[config.mk]
export PLATFORM = sky130hd
export DESIGN_NAME = fifo_wr_arbiter_flat
export DESIGN_NICKNAME = d
export VERILOG_FILES = /design/src/rtl/fifo_wr_arbiter_if.sv /design/src/rtl/fifo_wr_arbiter.sv /design/src/flat_wrapper.sv
export SDC_FILE = /design/constraint.sdc
export NUM_CORES = 1
export LEC_CHECK = 0
export ABC_CLOCK_PERIOD_IN_PS = 2100
export BUFFER_PORTS_ARGS = -buffer_cell sky130_fd_sc_hd__buf_2
export CORE_MARGIN = 1
export CORE_UTILIZATION = 30
export CTS_CLUSTER_SIZE = 24
export DETAILED_ROUTE_END_ITERATION = 12
export GPL_ROUTABILITY_DRIVEN = 0
export SYNTH_ARGS = -nofsm -noshare
export SYNTH_HDL_FRONTEND = slang
export SYNTH_SLANG_ARGS = --single-unit
[constraint.sdc]
create_clock -name i_clk -period 2.1 [get_ports i_clk]
set_input_delay 0.21 -clock i_clk [delete_from_list [all_inputs] [get_ports i_clk]]
set_output_delay 0.21 -clock i_clk [all_outputs]
set_load 0.1 [all_outputs]
[src/rtl/fifo_wr_arbiter_if.sv]
// fifo_wr_arbiter_if
//   Bundles the requester, FIFO write and status signals of fifo_wr_arbiter.
//   The master side drives the requests, the packed data and the full flag.
//   The slave side is the arbiter itself.
//
//   req      requester -> arbiter   per-requester "word available" level
//   req_data requester -> arbiter   packed data, requester i at [i*DATA_WIDTH +: DATA_WIDTH]
//   full     FIFO -> arbiter        FIFO full flag
//   gnt      arbiter -> requester   one-hot current owner, zero when idle
//   ack      arbiter -> requester   one-cycle pulse on owner bit per written word
//   w_inc    arbiter -> FIFO        write increment
//   wr_data  arbiter -> FIFO        write data
//   busy     arbiter -> status      high while a burst is in progress
interface fifo_wr_arbiter_if #(
  parameter int NUM_REQ    = 4,
  parameter int DATA_WIDTH = 8
);
  logic [NUM_REQ-1:0]            req;
  logic [NUM_REQ*DATA_WIDTH-1:0] req_data;
  logic                          full;
  logic [NUM_REQ-1:0]            gnt;
  logic [NUM_REQ-1:0]            ack;
  logic                          w_inc;
  logic [DATA_WIDTH-1:0]         wr_data;
  logic                          busy;

  modport master (
    output req, req_data, full,
    input  gnt, ack, w_inc, wr_data, busy
  );

  modport slave (
    input  req, req_data, full,
    output gnt, ack, w_inc, wr_data, busy
  );
endinterface

[src/rtl/fifo_wr_arbiter.sv]
// fifo_wr_arbiter
//   Round-robin arbiter that lets one of NUM_REQ requesters write a burst of
//   up to BURST_LEN words into a FIFO. Arbitration only happens in IDLE, and
//   every grant is followed by exactly one IDLE cycle.
//
//   state | meaning
//   IDLE  | no owner; pick the next requester after last_owner
//   BURST | owner writes a word each cycle it has data and the FIFO is not full
//
//   i_clk   clock, write-side domain of the FIFO
//   i_rst   synchronous active-high reset
//   io_bus  slave modport of fifo_wr_arbiter_if (requests, FIFO write, status)
module fifo_wr_arbiter #(
  parameter int NUM_REQ    = 4,
  parameter int DATA_WIDTH = 8,
  parameter int BURST_LEN  = 4
) (
  input  logic             i_clk,
  input  logic             i_rst,
  fifo_wr_arbiter_if.slave io_bus
);
  localparam int OW = $clog2(NUM_REQ);
  localparam int PW = OW + 1;
  localparam int BW = $clog2(BURST_LEN) + 1;

  localparam logic [0:0] ST_IDLE  = 1'b0;
  localparam logic [0:0] ST_BURST = 1'b1;

  logic [0:0]            r_state;
  logic [OW-1:0]         r_owner;
  logic [OW-1:0]         r_last_owner;
  logic [BW-1:0]         r_beat_cnt;

  logic                  w_busy;
  logic                  w_owner_req;
  logic                  w_inc;
  logic                  w_last_beat;
  logic [NUM_REQ-1:0]    w_gnt;
  logic [DATA_WIDTH-1:0] w_owner_data;
  logic [2*NUM_REQ-1:0]  w_req_dbl;
  logic [NUM_REQ-1:0]    w_req_rot;
  logic [PW-1:0]         w_base;
  logic [PW-1:0]         w_sum;
  logic [OW-1:0]         w_pick;

  assign w_busy = (r_state == ST_BURST);

  // Owner decode: one-hot grant, owner's request level and owner's data slice.
  always_comb begin
    w_gnt        = '0;
    w_owner_req  = 1'b0;
    w_owner_data = '0;
    for (int i = 0; i < NUM_REQ; i++) begin
      if (r_owner == OW'(i)) begin
        w_gnt[i]     = w_busy;
        w_owner_req  = io_bus.req[i];
        w_owner_data = io_bus.req_data[i*DATA_WIDTH +: DATA_WIDTH];
      end
    end
  end

  // Rotate the request vector so bit 0 is the requester after last_owner,
  // then take the lowest set bit. Scanning downward lets the last hit win,
  // which is the lowest offset. w_base can reach NUM_REQ, hence the wrap.
  assign w_req_dbl = {io_bus.req, io_bus.req};
  assign w_base    = {1'b0, r_last_owner} + PW'(1);

  always_comb begin
    w_req_rot = w_req_dbl[w_base +: NUM_REQ];
    w_sum     = w_base;
    for (int j = NUM_REQ - 1; j >= 0; j--) begin
      if (w_req_rot[j]) w_sum = w_base + PW'(j);
    end
    w_pick = (w_sum >= PW'(NUM_REQ)) ? OW'(w_sum - PW'(NUM_REQ)) : OW'(w_sum);
  end

  // Reset gates the write combinationally so a burst killed mid-way never
  // pushes a word in the reset cycle.
  assign w_inc       = w_busy & w_owner_req & ~io_bus.full & ~i_rst;
  assign w_last_beat = (r_beat_cnt == BW'(BURST_LEN - 1));

  assign io_bus.gnt     = w_gnt;
  assign io_bus.ack     = w_gnt & {NUM_REQ{w_inc}};
  assign io_bus.w_inc   = w_inc;
  assign io_bus.wr_data = w_busy ? w_owner_data : '0;
  assign io_bus.busy    = w_busy;

  always_ff @(posedge i_clk) begin
    if (i_rst) begin
      r_state      <= ST_IDLE;
      r_owner      <= '0;
      r_beat_cnt   <= '0;
      r_last_owner <= OW'(NUM_REQ - 1);
    end else begin
      case (r_state)
        ST_IDLE: begin
          if (|io_bus.req) begin
            r_owner    <= w_pick;
            r_beat_cnt <= '0;
            r_state    <= ST_BURST;
          end
        end
        ST_BURST: begin
          if (w_inc) begin
            r_beat_cnt <= r_beat_cnt + BW'(1);
            if (w_last_beat) begin
              r_state      <= ST_IDLE;
              r_last_owner <= r_owner;
            end
          end else if (!w_owner_req) begin
            r_state      <= ST_IDLE;
            r_last_owner <= r_owner;
          end
          // FIFO full with data pending: hold everything until full falls.
        end
        default: r_state <= ST_IDLE;
      endcase
    end
  end
endmodule
[src/flat_wrapper.sv]
// flat-port wrapper written by rule: the top's interface ports become plain ports
module fifo_wr_arbiter_flat 
#(
  parameter int NUM_REQ    = 4,
  parameter int DATA_WIDTH = 8,
  parameter int BURST_LEN  = 4
)
  (i_clk, i_rst, io_bus_req, io_bus_req_data, io_bus_full, io_bus_gnt, io_bus_ack, io_bus_w_inc, io_bus_wr_data, io_bus_busy);
  fifo_wr_arbiter_if #(.NUM_REQ(NUM_REQ), .DATA_WIDTH(DATA_WIDTH)) io_bus_i ();
  input  logic i_clk;
  input  logic i_rst;
  input wire logic [$bits(io_bus_i.req)-1:0] io_bus_req;
  input wire logic [$bits(io_bus_i.req_data)-1:0] io_bus_req_data;
  input wire logic [$bits(io_bus_i.full)-1:0] io_bus_full;
  output wire logic [$bits(io_bus_i.gnt)-1:0] io_bus_gnt;
  output wire logic [$bits(io_bus_i.ack)-1:0] io_bus_ack;
  output wire logic [$bits(io_bus_i.w_inc)-1:0] io_bus_w_inc;
  output wire logic [$bits(io_bus_i.wr_data)-1:0] io_bus_wr_data;
  output wire logic [$bits(io_bus_i.busy)-1:0] io_bus_busy;
  assign io_bus_i.req = io_bus_req;
  assign io_bus_i.req_data = io_bus_req_data;
  assign io_bus_i.full = io_bus_full;
  assign io_bus_gnt = io_bus_i.gnt;
  assign io_bus_ack = io_bus_i.ack;
  assign io_bus_w_inc = io_bus_i.w_inc;
  assign io_bus_wr_data = io_bus_i.wr_data;
  assign io_bus_busy = io_bus_i.busy;
  fifo_wr_arbiter #(.NUM_REQ(NUM_REQ), .DATA_WIDTH(DATA_WIDTH), .BURST_LEN(BURST_LEN)) u_core (.i_clk(i_clk), .i_rst(i_rst), .io_bus(io_bus_i));
endmodule
==> metrics <==
outcome finished, final reports clean; Row Count 19; ys async rst share 0%; TritonCTS clock tree done; Switch Pwr 0.000440 W; post-DR wirelength/cell around 13 µm; crit path launch type flop; gr usage total 16.0%; Storage cell area ~170 µm²; final period utilization a little over nine tenths; clk_lat worst skew approximately 0.25 ns; maximum capacitance violations 0; drt via density between 5 and 6; Reg power frac about a quarter; Pre-Repair DR Iteration Count 4; vias ~960; sequential area share after synthesis 18.5%; H-tree depth 1; CTS Root Cell clkbuf_4; CP Data Required Time roughly 1.9 ns; Syn Inst Count 97; Power Density approximately 640 mW/mm²; cts hold-fix bufs 0; I/O Pins 57; Routed Antenna Nets 0; final antenna diode count 0; Die X about 56 µm; Worst Setup End Kind primary output; leading register cell type out of synthesis dfxtp_1; clock net sink count 8; maximum vdd drop about 0.43 mV; leakage power approximately 0.6 nW; most common cell after layout, fill and taps aside buf_2; Finished Layout Cells around 180; final setup vio count 0; DRC viols 0; placed cell area 0.00131 mm²; Area Growth Syn to Fin 54.4%; final slew viol count 0; Internal Power ~0.00042 W; Rel. slew slack between 60% and 70%; unrepaired setup endpoints after global routing no; Fill cells 267; WL final approximately 2400 µm; most frequent cells in the layout buf_2, mux4_2, and2_1; core area between 0.002 and 0.003 mm²; WS Path Type flop to primary output; vias in the first global route between 900 and 1000; post-synth cell types 35; Final #Nets 192; post-route clock skew around 0.012 ns; height of the die about 56 µm; Clock Path Buffers 2; Starting DRT DRC Count 25; post-synthesis average cell area around 9 µm²; FF+latch count, synth 8; EDFF count, synth 0; initial antenna violation count 0; full die area 0.00311 mm²; combinational share of power slightly above 60%; port bufs 56; worst hold path class input port to flop; worst-path maximum fanout 20; synthesized cell area between 800 and 900 µm²; Num CTS Buffers 3; fraction of layout cells with a size suffix above 1 56.0%; Clk pin slew, worst setup/hold paths about 0.06 ns; detailed placer's ending HPWL ~1900 µm; Multi-input gate area 694 µm²; worst hold margin a little under 0.3 ns; minimum clock period after layout between 1.5 and 2 ns; Worst-Margin Slew between 0.4 and 0.5 ns; Synth Net Count between 100 and 150; Hold Fails Final Rpt 0; largest net degree at the start of global routing 21; switch share 51.4%; Remaining Overflow, GRT 0; clock network power share between 10% and 20%; warnings from Yosys 0; initial core utilization 31.4%; Design Area, Final ~0.0013 mm²; Arr. time, crit path ~1.8 ns; Fmax achieved approximately 500 MHz; first-pass GRT wire length roughly 4000 µm; placed cells ~180
-- registers in the layout, summed over array words and instances, names as in the netlist --
register / count
u_core.r_beat_cnt: 3
u_core.io_bus.busy: 1
u_core.r_owner: 2
u_core.r_last_owner: 2
-- Yosys cell counts, types with 2 or more instances --
library cell	n	share of area [%]
nand2b_1	3	2.2
buf_2	2	1.2
and2_1	8	5.8
buf_6	2	2.6
and3_1	2	1.4
a21oi_1	4	2.3
clkbuf_1	4	1.7
o21ai_0	2	1.2
inv_1	7	3.0
mux4_2	9	23
a311oi_1	2	2.0
nand2_1	4	1.7
mux2_2	2	2.6
nor3b_1	2	1.7
ha_1	2	2.9
nor2_1	9	3.9
nor3_1	4	2.3
dfxtp_1	8	18
a211oi_1	2	1.7
mux2i_1	2	2.3
o22ai_1	2	1.4
o41ai_1	2	2.0
-- per-layer routing --
layer	routed length (µm)	GRT usage [%]	share of wire (%)
met1	997	18.6	42
met2	1180	28.6	49
met3	218	4.42	9.1
met4	0	4.29	0
met5	0	0	0
-- stage by stage --
step	setup WS [ns]	total power, W	utilization (%)	setup TNS, ns
2_1_floorplan	-0.124	0.000624	-	-0.243
3_3_place_gp	0.332	0.000726	47.4	0
3_5_place_dp	0.281	0.000736	47.4	0
4_1_cts	0.00890	0.000866	48.3	0
5_1_grt	0.0248	0.000912	48.5	0
6_report	0.124	0.000856	48.5	0
-- layout make-up --
cell class,count,share of cell area [%]
Inverter,7,1.96
Timing Repair Buffer,58,29.0
Clock buffer,4,1.96
Multi-Input combinational cell,73,51.9
Sequential cell,8,12.3
Tap cell,31,2.90
-- logic make-up after synthesis --
logic type	after synthesis	share of synthesized area [%]
buf+inv	16	9.38
compound gates	18	14.7
flops	8	18.5
fa+ha+maj	2	2.89
mux	13	28.3
simple gates	40	26.3
-- path summary, 6_finish.rpt --
kind	depth (start not counted)	slack (ns)	endpoint	from
setup / recovery	4	0.12	io_bus_wr_data[1]	u_core.r_owner[0]$_SDFFE_PP0P_
hold / removal	2	0.30	u_core.r_beat_cnt[0]$_SDFFE_PP0P_	i_rst
setup reg to reg	4	0.43	u_core.r_beat_cnt[1]$_SDFFE_PP0P_	u_core.r_owner[0]$_SDFFE_PP0P_
hold reg to reg	2	0.48	u_core.r_beat_cnt[1]$_SDFFE_PP0P_	u_core.r_beat_cnt[1]$_SDFFE_PP0P_
-- timing repair --
| item | 4_1_cts | 5_1_grt |
|---|---|---|
| endpoints found under the setup margin | 0 | 7 |
| resized for setup | 0 | 4 |
| buffers inserted | 0 | 0 |
-- power by group through the flow --
stage	Sequential (W)	Clock [W]	Combinational, W
floorplan	0.000199	0	0.000425
global placement	0.000203	0	0.000523
detailed placement	0.000206	0	0.000529
CTS	0.000202	0.000133	0.000530
global route	0.000209	0.000148	0.000555
finish	0.000203	0.000126	0.000528
-- critical path, cell delays in order, from the launching register on --
cell and delay, ns:
dfxtp_1 0.35, buf_12 0.19, mux4_2 0.52, and2_1 0.16, buf_2 0.28
Power figures use the tool's default switching activity.
